File: config.mk
export PLATFORM = sky130hd
export DESIGN_NAME = adc_spi_slave
export DESIGN_NICKNAME = d
export VERILOG_FILES = /design/src/rtl/adc_spi_slave.sv
export SDC_FILE = /design/constraint.sdc
export NUM_CORES = 1
export LEC_CHECK = 0
export BUFFER_PORTS_ARGS = -buffer_cell sky130_fd_sc_hd__buf_2
export CORE_MARGIN = 2
export CORE_UTILIZATION = 40
export CTS_BUF_LIST = sky130_fd_sc_hd__clkbuf_2
export DETAILED_ROUTE_END_ITERATION = 6
export HOLD_SLACK_MARGIN = 0.15
export PLACE_DENSITY = 0.7
export SLEW_MARGIN = 30
export SYNTH_ARGS = -nofsm -noshare
export SYNTH_HDL_FRONTEND = slang
export SYNTH_SLANG_ARGS = --single-unit
File: constraint.sdc
create_clock -name CLK -period 4.9 [get_ports CLK]
set_clock_uncertainty 0.15 [all_clocks]
set_input_delay 0.245 -clock CLK [delete_from_list [all_inputs] [get_ports CLK]]
set_output_delay 0.245 -clock CLK [all_outputs]
set_load 0.02 [all_outputs]
File: src/rtl/adc_spi_slave.sv
// Serial register-write slave for an ADC control port.
// 16-bit frames on SLOAD/SCLK/SDATA update an 8 x 9-bit register file.
module adc_spi_slave (
    input  logic       CLK,
    input  logic       RESET_N,
    input  logic       ADC_SLOAD,
    input  logic       ADC_SCLK,
    input  logic       ADC_SDATA,
    output logic [8:0] CONFIG,
    output logic [5:0] GAIN,
    output logic [8:0] OFFSET,
    output logic       WR_STROBE,
    output logic [2:0] WR_ADDR,
    output logic [8:0] WR_DATA,
    output logic       RD_REQ,
    output logic       FRAME_ERR,
    output logic [7:0] FRAME_CNT
);

    typedef enum logic [1:0] {
        IDLE    = 2'd0,
        SHIFT   = 2'd1,
        OVERRUN = 2'd2
    } state_t;

    state_t      state;
    logic        sload_meta;
    logic        sload_sync;
    logic        sload_prev;
    logic        sclk_meta;
    logic        sclk_sync;
    logic        sclk_prev;
    logic        sdata_meta;
    logic        sdata_sync;
    logic [1:0]  warm;
    logic        armed;
    logic [4:0]  bit_cnt;
    logic [15:0] shreg;
    logic [8:0]  regs [8];

    logic sclk_rise;
    logic sload_rise;
    logic sload_fall;
    logic full_word;

    assign sclk_rise  = sclk_sync & ~sclk_prev;
    assign sload_rise = sload_sync & ~sload_prev;
    // A fall only counts once SLOAD has really been seen high.
    assign sload_fall = armed & sload_prev & ~sload_sync;
    assign full_word  = (bit_cnt == 5'd16);

    assign CONFIG = regs[0];
    assign GAIN   = regs[2][5:0];
    assign OFFSET = regs[5];

    always_ff @(posedge CLK) begin
        if (!RESET_N) begin
            state      <= IDLE;
            sload_meta <= 1'b1;
            sload_sync <= 1'b1;
            sload_prev <= 1'b1;
            sclk_meta  <= 1'b0;
            sclk_sync  <= 1'b0;
            sclk_prev  <= 1'b0;
            sdata_meta <= 1'b0;
            sdata_sync <= 1'b0;
            warm       <= 2'b00;
            armed      <= 1'b0;
            bit_cnt    <= 5'd0;
            shreg      <= 16'd0;
            WR_STROBE  <= 1'b0;
            RD_REQ     <= 1'b0;
            FRAME_ERR  <= 1'b0;
            WR_ADDR    <= 3'd0;
            WR_DATA    <= 9'd0;
            FRAME_CNT  <= 8'd0;
            for (int i = 0; i < 8; i++) begin
                regs[i] <= 9'd0;
            end
        end else begin
            sload_meta <= ADC_SLOAD;
            sload_sync <= sload_meta;
            sload_prev <= sload_sync;
            sclk_meta  <= ADC_SCLK;
            sclk_sync  <= sclk_meta;
            sclk_prev  <= sclk_sync;
            sdata_meta <= ADC_SDATA;
            sdata_sync <= sdata_meta;
            // warm[1] marks the synchronizer as flushed of reset values.
            warm       <= {warm[0], 1'b1};
            armed      <= armed | (warm[1] & sload_sync);
            WR_STROBE  <= 1'b0;
            RD_REQ     <= 1'b0;
            FRAME_ERR  <= 1'b0;

            unique case (state)
                IDLE: begin
                    if (sload_fall) begin
                        state   <= SHIFT;
                        bit_cnt <= 5'd0;
                        shreg   <= 16'd0;
                    end
                end
                SHIFT: begin
                    if (sload_rise) begin
                        state <= IDLE;
                        if (!full_word) begin
                            FRAME_ERR <= 1'b1;
                        end else if (shreg[15]) begin
                            RD_REQ    <= 1'b1;
                            FRAME_CNT <= FRAME_CNT + 8'd1;
                        end else begin
                            regs[shreg[14:12]] <= shreg[8:0];
                            WR_ADDR   <= shreg[14:12];
                            WR_DATA   <= shreg[8:0];
                            WR_STROBE <= 1'b1;
                            FRAME_CNT <= FRAME_CNT + 8'd1;
                        end
                    end else if (sclk_rise && !sload_sync) begin
                        if (full_word) begin
                            state <= OVERRUN;
                        end else begin
                            shreg   <= {shreg[14:0], sdata_sync};
                            bit_cnt <= bit_cnt + 5'd1;
                        end
                    end
                end
                OVERRUN: begin
                    if (sload_rise) begin
                        FRAME_ERR <= 1'b1;
                        state     <= IDLE;
                    end
                end
                default: state <= IDLE;
            endcase
        end
    end

endmodule

Word-level counts from Yosys, hierarchy flattened
Memory sizes are Yosys's and may differ from the RTL's.
Cells that the tools add are included.
{ "classes": {"mux": 32, "reduce_logical": 10, "eq_ne": 10, "n_bitwise": 10, "n_addsub": 2} }
{ "ops": {"columns": ["op", "n"], "rows": [
  ["16-bit two-way mux", 4],
  ["16-bit case mux with 2 select lines", 1],
  ["5-bit two-way mux", 4],
  ["1-bit two-way mux", 13],
  ["4-bit AND reduction", 3],
  ["2-bit two-way mux", 5],
  ["2-bit inequality test (second input constant)", 5],
  ["5-bit case mux with 2 select lines", 1],
  ["9-bit two-way mux", 1],
  ["9-bit OR reduction", 1],
  ["8-bit by 1-bit adder with 8-bit output (second input constant)", 1],
  ["3-bit inequality test (second input constant)", 2],
  ["2-bit case mux with 3 select lines", 1],
  ["5-bit by 1-bit adder with 5-bit output (second input constant)", 1],
  ["1-bit AND", 5],
  ["5-bit == test (second input constant)", 1],
  ["5-bit AND reduction", 1],
  ["1-bit inverter", 4],
  ["3-bit two-way mux", 1],
  ["3-bit AND reduction", 1],
  ["2-bit by 1-bit == test with 1-bit output (second input constant)", 1],
  ["2-bit == test (second input constant)", 1],
  ["2-bit zero test", 1],
  ["1-bit case mux with 2 select lines", 1],
  ["other kinds (4)", 4]
]} }
{ "totals": {"ff_bits": 57, "inputBits": 5, "ram_bits": 72, "word_cells": 85, "output_inout_bits": 47, "mem_count": 1} }
{ "mem_list": {"columns": ["memory", "words", "width", "read_ports", "rd_clocked_by_memory_dff", "write_ports", "line_no", "source"], "rows": [
  ["regs", 8, 9, 3, 0, 8, "39", "logic [8:0] regs [8];"]
]} }

Depth between registers and ports, before layout
{ "depth": {"ltp_word": 8, "depth_mapped": 8} }

Worst setup path before layout
Ideal clock, no wire load.
{ "synth_path": {"path_type": "reg-to-reg", "start": "reg state[1]", "end": "mem regs[5][0], enable pin", "n_path_buf": 1, "arrival_time_ns": 1.703, "stages_incl_launch_ff": 8, "setup_time_ns": 0.340, "synth_period_minus_slack_ns": 2.193, "setup_slack_ns": 2.707, "path_cell_list": "dfxtp_1 inv_1 ha_1 buf_2 and3b_1 nand2_4 nor4_4 nand2b_1"} }
{ "synth_rtl": {"columns": ["item", "line_no", "source"], "rows": [
  ["start, declared", "26", "state_t state;"],
  ["start signal, assigned", "58", "state <= IDLE;"],
  ["start signal, assigned", "99", "state <= SHIFT;"],
  ["start signal, assigned", "106", "state <= IDLE;"],
  ["end, declared", "39", null]
]} }

==> qor.yml <==
synthMuxAreaShare: 0.0513
use_met1: 0.186
dieArea_um2: 9040
whs_ns: 0.291
root_buffer: "clkbuf_2"
drc: 0
layout-drive-gt1-share: 0.224
grt_use_total: 0.151
viasPerCell: 5.03
via_count: 2370
first_pass_iters: 4
netlist_area_um2: 3320
holdCritStartpoint: "sload_meta"
grt_pass1_vias: 2217
finalHoldViolations: 0
hold_class: "flip-flop to flip-flop"
async_flop_share: 0
postRouteAntennaNets: 0
peakVddDrop_v: 0.000161
ys.flop_type: "dfxtp_1"
gr-total-overflow: 0
worstSetupPathType: "flip-flop to flip-flop"
max_freq_mhz: 392
period_needed_ns: 2.55
core-area_um2: 8130
antenna_found_initial: 0
layout_common_cells: "dfxtp_1, buf_2, and2_1, edfxtp_1, nand3_1"
layout_commonest_cell: "dfxtp_1"
syn_inst: 307
wl_per_cell_um: 13.4
clockBufferDepth: 2
clkLatencyLatePin_ns: 0.53
synth_cell_type_count: 41
maxCapViolCount: 0
power.leakage_nw: 1.47
synth_top_family_by_area: "simple AND/OR/NAND/NOR gates"
clock_sinks: 81
busiest_layer: "met2"
grt_first_pass_wirelength_mm: 10.5
synth-simple-area-share: 0.248
setup_tns_ns: 0
reg2reg_from: "state[1]"
cts_inserted_buffers: 9
slew_violations: 0
cp_num_buf_inv: 1
min_period_over_period: 0.521
port_buffers: 51
num_rows: 33
synth_seq_area_share: 0.561
worstSetupStartpointType: "flip-flop"
cp_slowest_cell: "nor4_4"
synth-adder-area-share: 0.0226
yosys_warnings: 0
final_nets: 372
synth-edff-count: 24
routed_wirelength_mm: 6.30
crit_arrival_ns: 2.62
synth.avg_cell_area_um2: 10.8
syn_nets: 318
crit_fanout: 10
area_growth_pct: 14.7
path_clk_slew_ns: 0.22
critical_path_required_ns: 4.96
start_util: 0.408
fillerInstances: 783
cp_cell_sequence: "inv_1 > ha_1 > and3b_1 > nand2_4 > nor4_4 > nand2b_1"
ios: 52
h-tree-depth: 3
rsz0062_at_grt: "false"
cp-end-kind: "flip-flop"
place.gp.congestion: 0.756
status: "complete, no violations"
hpwl_mm: 4.18
tightest_slew_ns: 0.777
grt_use_met3: 0.0403
antennaDiodeCount: 0
synth_xor_area_frac: 0.00792
die_h_um: 95.1
drt_iter0_markers: 196
setup_violations: 0
fp.dieW_um: 95.1
synth_compound_area_frac: 0.0769
relSlewSlack: 0.480
use_met2: 0.245
postLayoutCoreUtil: 0.468
yosys_register_bits: 81
critical_path.top_delay_family: "simple AND/OR/NAND/NOR gates"
power.density_nw_per_um2: 330
grt_max_degree: 38
crit_path_start: "state[1]"
cts_tree: "built"
max_stage_delay_ns: 0.45
per-stage QoR:
step | power [mW] | area, um^2 | cells | worst slack, ns
after floorplan | 0.919 | 3320 | 307 | 2.71
after global placement | 0.944 | 3620 | 447 | 2.37
after detailed placement | 0.949 | 3640 | 448 | 2.35
after CTS | 1.26 | 3810 | 471 | 2.35
after global routing | 1.32 | 3810 | 471 | 2.21
final | 1.25 | 3810 | 471 | 2.35
logic make-up after synthesis:
| group | count (synthesis) |
|---|---|
| xor+xnor | 3 |
| fa+ha+maj | 6 |
| compound gates | 46 |
| buf+inv | 23 |
| mux | 17 |
| simple gates | 131 |
| flops | 81 |
final timing paths:
check / to / slack (ns) / cells past startpoint
worst max-delay path: regs[0][2] / 2.35 / 6
worst min-delay path: sload_sync / 0.29 / 1
worst max register to register: regs[0][2] / 2.35 / 6
worst min register to register: sload_sync / 0.29 / 1
layout make-up:
cell class / instances / area [um^2] / share of cell area
multi-input cells: 203 / 1360 / 0.356
clock buffers: 9 / 45.0 / 0.0118
flip-flops and latches: 81 / 1860 / 0.489
repair buffers: 59 / 333 / 0.0874
inverters: 7 / 26.3 / 0.00690
well taps: 105 / 131 / 0.0345
clock inverters: 7 / 53.8 / 0.0141
worst reg2reg max path: stages (launching register included):
cell and delay (ns):
dfxtp_1 0.38, inv_1 0.08, ha_1 0.34, and3b_1 0.31, nand2_4 0.13, nor4_4 0.45
nand2b_1 0.41
metal layers:
layer / part of all wire / up-vias
li1: - / 1183
met1: 0.45 / 1114
met2: 0.49 / 57
met3: 0.043 / 16
met4: 0.019 / 0
met5: 0 / -
synth_stat cells, drive strengths merged, types with 6 or more instances:
library cell	number	area [um^2]
mux2i	17	170
nand3	23	115
edfxtp	24	721
inv	7	26.3
nand2b	12	75.1
buf	8	48.8
nand2	16	67.6
nor2	19	73.8
nand4	8	50.1
clkbuf	8	31.3
a21oi	22	110
dfxtp	57	1140
ha	6	75.1
o21ai	18	90.1
and2	32	200
power breakdown:
group / total (mW) / switching, mW / internal [mW]
Clock: 0.315 / 0.244 / 0.0713
Sequential: 0.713 / 0.00677 / 0.706
Combinational: 0.226 / 0.170 / 0.0560
sequential cells by signal, summed over array words and instances (netlist names), 2 cells and up:
name,flops
shreg,16
FRAME_CNT,8
WR_ADDR,3
state,2
WR_DATA,9
regs,24
warm,2
bit_cnt,5
what timing repair did:
| action | in CTS | in global routing |
|---|---|---|
| gates resized for setup | 0 | 0 |
| hold buffers | 7 | 0 |
| buffers inserted | 0 | 0 |
| hold endpoints to repair | 19 | 0 |
(Power assumes the default switching activity.)
